File: src/rtl/flash_cmd_sequencer.sv
// rtl/flash_cmd_sequencer.sv - flash command sequencer for read, byte-program, sector- and chip-erase
module flash_cmd_sequencer #(
    parameter int          WE_PULSE  = 2,
    parameter int          RD_CYCLES = 3,
    parameter logic [23:0] T_BP      = 24'd20,
    parameter logic [23:0] T_SE      = 24'd1000,
    parameter logic [23:0] T_CE      = 24'd4000
) (
    input  logic       SCL,
    input  logic       Reset_n,
    input  logic       Start,
    input  logic [1:0] Op,
    input  logic       AutoIncr,
    output logic       Busy,
    output logic       Done,
    output logic       SelAddr,
    output logic       Sel5555,
    output logic       SelAAAA,
    output logic       SelHOLD,
    output logic       SelXXXX,
    output logic       IncrAddr,
    output logic [7:0] CmdByte,
    output logic       DrvUser,
    output logic       LatchData,
    output logic       CE_n,
    output logic       OE_n,
    output logic       WE_n
);

    typedef enum logic [2:0] {
        S_IDLE, S_SETUP, S_WE_LOW, S_HOLD, S_WAIT, S_READ, S_DONE
    } state_t;

    typedef enum logic [1:0] {T_5555, T_AAAA, T_ADDR} tsel_t;

    localparam logic [1:0]  OP_READ = 2'b00;
    localparam logic [1:0]  OP_PROG = 2'b01;
    localparam logic [1:0]  OP_SE   = 2'b10;
    localparam logic [23:0] WE_LAST = 24'(WE_PULSE - 1);
    localparam logic [23:0] RD_LAST = 24'(RD_CYCLES - 1);

    state_t      state_q, state_d;
    logic [1:0]  op_q, op_d;
    logic [2:0]  step_q, step_d;
    logic [23:0] cnt_q, cnt_d;

    logic [23:0] wait_len, wait_last;
    logic        last_step;
    tsel_t       tbl_sel;
    logic [7:0]  tbl_byte;
    logic        tbl_user;

    always_ff @(posedge SCL) begin
        if (!Reset_n) begin
            state_q <= S_IDLE;
            op_q    <= 2'b00;
            step_q  <= 3'd0;
            cnt_q   <= 24'd0;
        end else begin
            state_q <= state_d;
            op_q    <= op_d;
            step_q  <= step_d;
            cnt_q   <= cnt_d;
        end
    end

    // A zero wait length still spends one cycle in WAIT.
    always_comb begin
        case (op_q)
            OP_PROG: wait_len = T_BP;
            OP_SE:   wait_len = T_SE;
            default: wait_len = T_CE;
        endcase
        wait_last = (wait_len == 24'd0) ? 24'd0 : wait_len - 24'd1;
        last_step = (op_q == OP_PROG) ? (step_q == 3'd3) : (step_q == 3'd5);
    end

    always_comb begin
        tbl_sel  = T_5555;
        tbl_byte = 8'h00;
        tbl_user = 1'b0;
        case (step_q)
            3'd0: tbl_byte = 8'hAA;
            3'd1: begin tbl_sel = T_AAAA; tbl_byte = 8'h55; end
            3'd2: tbl_byte = (op_q == OP_PROG) ? 8'hA0 : 8'h80;
            3'd3: begin
                if (op_q == OP_PROG) begin
                    tbl_sel  = T_ADDR;
                    tbl_user = 1'b1;
                end else begin
                    tbl_byte = 8'hAA;
                end
            end
            3'd4: begin tbl_sel = T_AAAA; tbl_byte = 8'h55; end
            3'd5: begin
                if (op_q == OP_SE) begin
                    tbl_sel  = T_ADDR;
                    tbl_byte = 8'h30;
                end else begin
                    tbl_byte = 8'h10;
                end
            end
            default: ;
        endcase
    end

    always_comb begin
        state_d   = state_q;
        op_d      = op_q;
        step_d    = step_q;
        cnt_d     = cnt_q;
        Busy      = (state_q != S_IDLE);
        Done      = 1'b0;
        SelAddr   = 1'b0;
        Sel5555   = 1'b0;
        SelAAAA   = 1'b0;
        SelHOLD   = 1'b0;
        SelXXXX   = 1'b0;
        IncrAddr  = 1'b0;
        CmdByte   = 8'h00;
        DrvUser   = 1'b0;
        LatchData = 1'b0;
        CE_n      = 1'b1;
        OE_n      = 1'b1;
        WE_n      = 1'b1;

        case (state_q)
            S_IDLE: begin
                SelXXXX = 1'b1;
                if (Start) begin
                    op_d    = Op;
                    step_d  = 3'd0;
                    cnt_d   = 24'd0;
                    state_d = (Op == OP_READ) ? S_READ : S_SETUP;
                end
            end
            S_SETUP, S_WE_LOW, S_HOLD: begin
                SelAddr = (tbl_sel == T_ADDR);
                Sel5555 = (tbl_sel == T_5555);
                SelAAAA = (tbl_sel == T_AAAA);
                CmdByte = tbl_byte;
                DrvUser = tbl_user;
                CE_n    = 1'b0;
                if (state_q == S_SETUP) begin
                    cnt_d   = 24'd0;
                    state_d = S_WE_LOW;
                end else if (state_q == S_WE_LOW) begin
                    WE_n = 1'b0;
                    if (cnt_q == WE_LAST) begin
                        state_d = S_HOLD;
                    end else begin
                        cnt_d = cnt_q + 24'd1;
                    end
                end else if (last_step) begin
                    cnt_d   = 24'd0;
                    state_d = S_WAIT;
                end else begin
                    step_d  = step_q + 3'd1;
                    state_d = S_SETUP;
                end
            end
            S_WAIT: begin
                SelHOLD = 1'b1;
                if (cnt_q == wait_last) begin
                    state_d = S_DONE;
                end else begin
                    cnt_d = cnt_q + 24'd1;
                end
            end
            S_READ: begin
                SelAddr = 1'b1;
                CE_n    = 1'b0;
                OE_n    = 1'b0;
                if (cnt_q == RD_LAST) begin
                    LatchData = 1'b1;
                    state_d   = S_DONE;
                end else begin
                    cnt_d = cnt_q + 24'd1;
                end
            end
            S_DONE: begin
                Done     = 1'b1;
                SelXXXX  = 1'b1;
                IncrAddr = AutoIncr && (op_q == OP_READ || op_q == OP_PROG);
                state_d  = S_IDLE;
            end
            default: begin
                SelXXXX = 1'b1;
                state_d = S_IDLE;
            end
        endcase
    end

endmodule

File: config.mk
export PLATFORM = sky130hd
export DESIGN_NAME = flash_cmd_sequencer
export DESIGN_NICKNAME = d
export VERILOG_FILES = /design/src/rtl/flash_cmd_sequencer.sv
export SDC_FILE = /design/constraint.sdc
export NUM_CORES = 1
export LEC_CHECK = 0
export BUFFER_PORTS_ARGS = -buffer_cell sky130_fd_sc_hd__buf_2
export CAP_MARGIN = 15
export CORE_ASPECT_RATIO = 1.4
export CORE_UTILIZATION = 45
export CTS_CLUSTER_DIAMETER = 60
export DETAILED_ROUTE_END_ITERATION = 10
export SLEW_MARGIN = 10
export SYNTH_ARGS = -nofsm -noshare
export SYNTH_HDL_FRONTEND = slang
export SYNTH_SLANG_ARGS = --single-unit
File: constraint.sdc
create_clock -name SCL -period 3.25 [get_ports SCL]
set_input_delay 0.1625 -clock SCL [delete_from_list [all_inputs] [get_ports SCL]]
set_output_delay 0.1625 -clock SCL [all_outputs]
set_load 0.05 [all_outputs]
# Yosys cells after proc, flatten, opt, wreduce, memory -nomap -nowiden
# Index checks and enable logic that the tools add are counted.
dict set report totals {
  word_cells 105
  ff_bits 32
}
dict set report op_classes {
  muxes 50
  eq_ne 29
  reduce_logical 19
  n_addsub 3
}
# operator n
set ops {}
lappend ops {{two-way mux 24 bit} 8}
lappend ops {{case mux 24 bit (4 select lines)} 1}
lappend ops {{case mux 8 bit (5 select lines)} 1}
lappend ops {{two-way mux 3 bit} 12}
lappend ops {{adder 24 x 1 -> 24 bit, second input constant} 1}
lappend ops {{equality test 24 x 1 -> 1 bit, second input constant} 1}
lappend ops {{equality test 24 x 2 -> 1 bit, second input constant} 1}
lappend ops {{equality test 24 bit} 1}
lappend ops {{logical NOT 24 bit} 1}
lappend ops {{case mux 12 bit (2 select lines)} 1}
lappend ops {{subtractor 24 x 1 -> 24 bit, second input constant} 1}
lappend ops {{two-way mux 1 bit} 17}
lappend ops {{two-way mux 8 bit} 2}
lappend ops {{inequality test 2 bit, second input constant} 8}
lappend ops {{equality test 3 bit, second input constant} 5}
lappend ops {{equality test 3 x 2 -> 1 bit, second input constant} 4}
lappend ops {{two-way mux 6 bit} 2}
lappend ops {{inequality test 4 bit, second input constant} 3}
lappend ops {{case mux 3 bit (4 select lines)} 1}
lappend ops {{equality test 3 x 1 -> 1 bit, second input constant} 2}
lappend ops {{logical NOT 2 bit} 3}
lappend ops {{logical NOT 3 bit} 2}
lappend ops {{case mux 2 bit (3 select lines)} 1}
lappend ops {{case mux 3 bit (2 select lines)} 1}
lappend ops {{other kinds (18)} 21}

# Logic depth before layout (Yosys ltp)
# Gate-level depths: netlist (run 1).
dict set report depth {
  word_depth 7
  mapped_depth 10
}

# Worst setup path before layout (run 1)
# Ideal clock, no wire load.
dict set report synth_path {
  path_kind {register -> output}
  from {reg state_q[0]}
  to {out SelAAAA}
  setup_slack_ns 0.722
  path_buffers 1
  path_stages_with_launch 7
  required_ns 3.087
  arrival_ns 2.365
  cell_sequence {dfxtp_1 -> clkbuf_1 -> or2_2 -> nand2b_1 -> nor2_1 -> nand2_1 -> nor2_1}
}
dict set report synth_between {
  elab_chain_len 3
}
# item line_no
set synth_lines {}
lappend synth_lines {{from (decl)} 42} ;# state_t state_q, state_d;
lappend synth_lines {{from (signal assigned)} 60} ;# state_q <= state_d;
lappend synth_lines {{equality test 3 x 1 -> 1 bit or equality test 3 x 2 -> 1 bit (tied branches)} 127} ;# case (state_q)
lappend synth_lines {{OR reduction 3 bit (*)} 127}
lappend synth_lines {{two-way mux 1 bit (*)} 127}
lappend synth_lines {{to (decl)} 18} ;# output logic SelAAAA,
# Every way passes the cells marked *; elsewhere a longest branch is shown, timed or not.

# Final worst setup path (run 1)
dict set report layout_path {
  from {reg step_q[1]}
  to {reg cnt_q[20]}
}
dict set report layout_between {
  elab_chain_len 4
}
# item line_no
set layout_lines {}
lappend layout_lines {{from (decl)} 44} ;# logic [2:0] step_q, step_d;
lappend layout_lines {{from (signal assigned)} 62} ;# step_q <= step_d;
lappend layout_lines {{equality test 3 bit or equality test 3 x 2 -> 1 bit (tied branches)} 75} ;# last_step = (op_q == OP_PROG) ? (step_q == 3'd3) : (step_q == 3'd5);
lappend layout_lines {{two-way mux 1 bit (*)} 75}
lappend layout_lines {{inequality test 4 bit (no source line) (*)} n/a}
lappend layout_lines {{AND reduction 6 bit (no source line) (*)} n/a}
lappend layout_lines {{to (signal assigned)} 63} ;# cnt_q <= cnt_d;
lappend layout_lines {{to (decl)} 45} ;# logic [23:0] cnt_q, cnt_d;
# Marked as above.
# A chain may end at the register's enable or synchronous reset.

==> results of run 1 <==
routing by layer:
layer | global-route usage, % | vias to the layer above
li1 | - | 1139
met1 | 24.22 | 1053
met2 | 39.85 | 52
met3 | 3.351 | 9
met4 | 5.992 | 0
met5 | 0 | -
logic make-up (layout without fill, tap and decap cells):
group / after synthesis / after routing / synth area share, %
AOI/OAI and AO/OA: 80 / 80 / 24.77
xor gates and xnor gates: 1 / 1 / 0.3613
adders and majority gates: 13 / 13 / 6.708
buffers and inverters: 38 / 50 / 8.307
DFF: 32 / 32 / 26.42
muxes: 8 / 8 / 3.406
and+or+nand+nor: 135 / 135 / 30.03
power groups by stage:
stage	clock, W	sequential [W]	combinational [W]
after floorplan	0	0.000446	0.000904
after global placement	0	0.000486	0.00102
after detailed placement	0	0.000488	0.00102
after CTS	0.000340	0.000479	0.00102
after global routing	0.000354	0.000488	0.00110
final	0.000330	0.000479	0.00102
Yosys cell counts, drive strengths merged, types with 6 or more instances:
| master | instances | area, sq um |
|---|---|---|
| mux2i | 6 | 60.06 |
| a21oi | 21 | 105.1 |
| and2 | 7 | 43.79 |
| o21ai | 14 | 88.83 |
| clkbuf | 12 | 45.04 |
| buf | 13 | 107.6 |
| or3 | 6 | 42.54 |
| nor4 | 6 | 37.54 |
| inv | 13 | 48.80 |
| dfxtp | 32 | 640.6 |
| and3 | 6 | 37.54 |
| o22ai | 6 | 68.82 |
| ha | 13 | 162.7 |
| o211ai | 16 | 120.1 |
| nor2 | 28 | 105.1 |
| nand3 | 19 | 95.09 |
| nand4b | 7 | 67.56 |
| nand2 | 28 | 105.1 |
| a31oi | 6 | 37.54 |
worst min-delay path: cells and delay by family:
family	cells	cell delay (ns)
and+or+nand+nor	1	0.07
muxes	1	0.06
buffers and inverters	1	0.09
through the flow:
stage / std cells / area, sq um / util, % / hold WS (ns) / setup slack [ns]
after global placement: 378 / 2515 / 48.39 / 0.4305 / 0.8037
after floorplan: 307 / 2425 / - / 0.3064 / 0.7224
final: 385 / 2611 / 50.24 / 0.1401 / 0.6914
after global routing: 385 / 2611 / 50.24 / 0.1449 / 0.5546
after CTS: 385 / 2611 / 50.24 / 0.1343 / 0.7275
after detailed placement: 378 / 2515 / 48.39 / 0.4231 / 0.7506
layout by cell type, fill, tap and decap left out, types with 5 or more instances in the layout:
cell	instances
dfxtp_1	32
nand2_1	28
nor2_1	28
buf_2	26
a21oi_1	21
nand3_1	19
o211ai_1	16
inv_1	13
ha_1	13
and2_1	7
clkbuf_8	7
mux2i_1	6
a31oi_1	6
nor4_1	6
and3_1	6
nand4b_1	6
or3_1	5
o21ai_2	5
nand4_1	5
o22ai_2	5
o21ai_1	5
final timing paths:
check                 start         to  slack [ns]
hold / removal        Op[0]    op_q[0]        0.14
hold reg to reg   cnt_q[15]  cnt_q[15]        0.50
setup / recovery  step_q[1]  cnt_q[20]        0.69
setup reg to reg  step_q[1]  cnt_q[20]        0.69
sequential cells by signal (all words and copies together), names as in the netlist:
| name | count |
|---|---|
| op_q | 2 |
| state_q | 3 |
| cnt_q | 24 |
| step_q | 3 |
area by class of cell:
cell class | count | area [sq um]
fill | 524 | 2586
multi-input combinational | 237 | 1583
sequential | 32 | 640.6
timing repair buffer | 30 | 160.2
clock buffer | 7 | 96.34
tap | 66 | 82.58
inverter | 13 | 48.80
==> run metrics, run 1 <==
largest fanout on the critical path 15; hold_buf cts 0; # rows 31; Comb power frac 55.7%; Root Driver clkbuf_8; GP Congestion 0.8167; Reg2Reg Depth 9; Avg Cell Area, Syn 7.898 sq um; Mapped Nets 326; total CTS buffers 5; Final Total Pwr 0.001827 W; Hold Path Depth 3; final period utilization 78.73%; worst-case clock skew 0.004700 ns; Post-DP HPWL 4.091 mm; crit-path cells ha_1 > ha_1 > nand2_1 > o21a_1 > a31oi_1 > o221ai_4 > buf_4 > or4_1 > a31oi_1; Hold/Removal Path Class in2reg; Sw Share 51.12%; max-cap violation count 0; Crit Path Class reg2reg; CP Depth 9; Post-Synthesis Cells 307; max-slew violation count 0; first-pass GRT wire length 9.473 mm; Antenna diodes 0; worst-skew pair later-pin latency 0.28 ns; number of synthesized flops with an enable pin 0; setup tns final 0 ns; io pins 27; DR WL/cell 14.82 um; Fin. Hold Viols 0; sequential element share of the synthesized area 26.42%; final setup fails 0; wl on met1 2.473 mm; CTS clk-pin slew, worst paths 0.07 ns; DRT iter0 DRCs 131; Post-synth ARST share 0%; Final ANT Viol Nets 0; All-Layer GR Usage 21.08%; worst path bufs/invs 1; Req. time, crit path 3.46 ns; max_slew headroom 63.43%; power share of the clock group 18.1%; CTS tree yes; switching pwr 0.0009338 W; Vias per Instance 5.852; vias in the first global route 2012; uppermost routed layer met4; Area growth, synth to finish 7.688%; Tightest Pin Transition 0.5480 ns; Worst path top cell family by delay compound AO/OA/AOI/OAI gates; Seq pwr share 26.2%; CTS Buffer Depth 2; initial antenna violation count 0; starting density of the core 46.65%; die width 64.04 um; Resized cells post-CTS 0; #FFs+latches synth 32; met2 wire length 2.939 mm; # DRC 0; via count 2253; Overflow after GRT 0; Tmin final 2.559 ns; Core Area 5197 sq um; RSZ-0062 raised after global routing no; Cell Area, Synth 2425 sq um; Internal 0.0008928 W; Sink Count 32; Worst Path Arrival 2.76 ns; CP peak stage delay 0.50 ns; DRT Wirelength 5.704 mm; largest net degree at the start of global routing 41; die area 5690 sq um; type of origin of the critical path flip-flop; Cell Pwr Density 699.5 nW/um^2; Crit-path slowest cell or4_1; Die Y 88.86 um; status complete, no violations; Synth Warn # 0; prevailing post-synth register cell dfxtp_1; share of layout cells above drive strength 1 18.50%; Max Fclk 390.8 MHz; H-Tree Depth 2; worst vdd ir 0.0002655 V; leakage 1.001 nW; met3 WL 220 um; port bufs 26; Synth cell types 50; Pre-antenna DRT Iters 4; post-CTS setup buffer count 0; Final nets 338; critical path capture point type flip-flop
Note: power is estimated with default switching activity, not from simulation.
==> inputs of run 2 (changes only) <==
--- a/config.mk
+++ b/config.mk
@@ -11,6 +11,7 @@
 export CORE_UTILIZATION = 45
 export CTS_CLUSTER_DIAMETER = 60
 export DETAILED_ROUTE_END_ITERATION = 10
+export PLACE_DENSITY = 0.66
 export SLEW_MARGIN = 10
 export SYNTH_ARGS = -nofsm -noshare
 export SYNTH_HDL_FRONTEND = slang
==> constraint.sdc (replaced) <==
create_clock -name SCL -period 2.25 [get_ports SCL]
set_input_delay 0.1125 -clock SCL [delete_from_list [all_inputs] [get_ports SCL]]
set_output_delay 0.1125 -clock SCL [all_outputs]
set_load 0.05 [all_outputs]
==> run 2 against run 1 <==
Compared with the run above:
- the run now ends with negative setup slack left
- count of clock-buffer cells in the layout did not move
- sequential cell count did not move
- combinational power rose by 83%
- clock power rose by 48%
- largest cell class unchanged
- highest routed layer unchanged
- critical endpoint is now cnt_q[16]
- non-clock buffer count rose by 38
- sequential power rose by 37%
==> run metrics, run 2 (same netlist as run 1, synthesis figures left out) <==
status finished with violations; failing checks negative setup slack; Hold/Removal Path Class in2reg; GRT Max-Usage Layer met2; All-Layer GR Usage 22.37% (+1.3 points); CTS clk-pin slew, worst paths 0.07 ns (about the same); critical path capture point type flip-flop; commonest cells after routing, fill and taps aside buf_4 (36), dfxtp_1 (29), nand2_1 (28), nor2_1 (27), buf_2 (26); RSZ-0062 raised after global routing yes; leakage 1.258 nW (+26%); worst hold start Op[1]; max-slew violation count 0 (unchanged); slack of the critical path -0.0009426 ns (-0.6923 ns); biggest regs cnt_q (24), state_q (3), step_q (3); switching pwr 0.001458 W (+56%); max-cap violation count 0 (unchanged); Fin. Hold Viols 0 (unchanged); worst-skew pair later-pin latency 0.29 ns (about the same); CTS tree yes; Final ANT Viol Nets 0 (unchanged); Crit Path Class reg2reg; met3 usage 2.964% (-0.39 points); final period utilization 100.0% (+21 points); Internal 0.001560 W (+75%); CP startpoint op_q[0]; Core Area 5197 sq um (unchanged); Worst Path Arrival 2.43 ns (-0.33 ns); via count 2433 (+8.0%); design area 3067 sq um (+17%); DRT iter0 DRCs 145 (+11%); end point of the critical path cnt_q[16]; Reg2Reg Depth 9 (unchanged); Cell Pwr Density 984.2 nW/um^2 (+41%); DR WL/cell 14.89 um (+0.48%); io pins 27 (unchanged); port bufs 26 (unchanged); # DRC 0 (unchanged); initial antenna violation count 0 (unchanged); FF-to-FF Start op_q[0]; largest net degree at the start of global routing 25 (-39%); fill count 481 (-8.2%); Max Fclk 444.3 MHz (+14%); vias in the first global route 2233 (+11%); Post-DP HPWL 4.496 mm (+9.9%); Final nets 376 (+11%); Seq pwr share 21.8% (-4.4 points); # rows 31 (unchanged); Vias per Instance 5.752 (-1.7%); first-pass GRT wire length 10.06 mm (+6.2%); total CTS buffers 5 (unchanged); Comb power frac 62.0% (+6.3 points); die area 5690 sq um (unchanged); Antenna diodes 0 (unchanged); DRT Wirelength 6.297 mm (+10%); Setup Slack @ Placement -0.1174 ns (-0.8680 ns); die width 64.04 um (unchanged); Largest Register cnt_q; Area growth, synth to finish 26.47%; Final Total Pwr 0.003018 W (+65%); Pre-antenna DRT Iters 4 (unchanged); hold_buf cts 0 (unchanged); Die Y 88.86 um (unchanged); final setup fails 1 (+1); Overflow after GRT 0 (unchanged); Tightest Pin Transition 0.5403 ns (-0.007660 ns); H-Tree Depth 2 (unchanged); most common cell after layout, fill and taps aside buf_4; met2 usage 44.29% (+4.4 points); R2R Path End cnt_q[16]; Root Driver clkbuf_8; worst vdd ir 0.0006288 V (+140%); largest fanout on the critical path 6 (-9); CTS Buffer Depth 2 (unchanged); type of origin of the critical path flip-flop; power share of the clock group 16.2% (-1.9 points); starting density of the core 46.65% (unchanged); Area after DPL 2803 sq um (+11%); max_slew headroom 63.94% (+0.51 points); max reg flops 24 (unchanged); Global Route met1 Usage 24.40% (+0.18 points); Hold Slack 0.08944 ns (-0.05069 ns); Sink Count 32 (unchanged); Req. time, crit path 2.43 ns (-1.03 ns); GP Congestion 0.8301 (+1.6%); Sw Share 48.30% (-2.8 points); share of layout cells above drive strength 1 31.65% (+13 points); Worst R2R Setup Slack -0.0009 ns (-0.69 ns); Tmin final 2.251 ns (-0.3077 ns); worst-case clock skew 0.007805 ns (+0.003105 ns)
-- run 2: cell count changes in the layout (fill, tap and decap cells not counted), sizes merged --
cell / before / now
buf: 30 / 66
clkbuf: 7 / 9
-- run 2: worst min-delay path by stage --
stage,cells after the start,end
after floorplan,2,op_q[0]
after global placement,3,op_q[0]
after detailed placement,3,op_q[1]
after CTS,3,op_q[1]
after global routing,3,op_q[1]
final,3,op_q[1]
-- run 2: area by class of cell --
| type | count | area [sq um] | area share, % |
|---|---|---|---|
| well taps | 66 | 82.58 | 2.693 |
| clock buffers | 7 | 96.34 | 3.142 |
| multi-input cells | 237 | 1672 | 54.51 |
| inverters | 13 | 53.80 | 1.754 |
| repair buffers | 68 | 513.0 | 16.73 |
| flip-flops and latches | 32 | 649.4 | 21.18 |
-- run 2: stage by stage --
stage                     setup TNS, ns  utilization [%]  cells
after floorplan                       0                -    307
after global placement         -0.08364            53.92    412
after detailed placement         -1.326            53.92    412
after CTS                             0            56.62    419
after global routing             -2.510            59.00    423
final                        -0.0009426            59.00    423
-- run 2: power by group through the flow --
| stage | Clock, W | Sequential, W | Combinational (W) |
|---|---|---|---|
| final | 0.000489 | 0.000657 | 0.00187 |
| after global routing | 0.000521 | 0.000665 | 0.00200 |
| after CTS | 0.000497 | 0.000651 | 0.00175 |
| after detailed placement | 0 | 0.000660 | 0.00170 |
| after global placement | 0 | 0.000658 | 0.00169 |
| after floorplan | 0 | 0.000644 | 0.00132 |
-- run 2: what timing repair did --
action / 4_1_cts / 5_1_grt
setup buffers: 0 / 2
gates cloned: 0 / 2
endpoints found under the setup margin: 23 / 25
pin swaps: 3 / 3
resized for setup: 11 / 13
-- run 2: metal layers --
| metal | wire [um] | up-vias |
|---|---|---|
| li1 | - | 1221 |
| met1 | 2673 | 1134 |
| met2 | 3279 | 65 |
| met3 | 212 | 13 |
| met4 | 132 | 0 |
| met5 | 0 | - |
-- run 2: critical path, cell delays in order, from the launching register on --
cell and delay (ns):
dfxtp_4 0.38, inv_6 0.05, ha_4 0.15, or3_4 0.33, a2111oi_4 0.36, nand4b_4 0.16
o221ai_4 0.22, or2b_4 0.25, clkbuf_16 0.17, o21ai_1 0.06
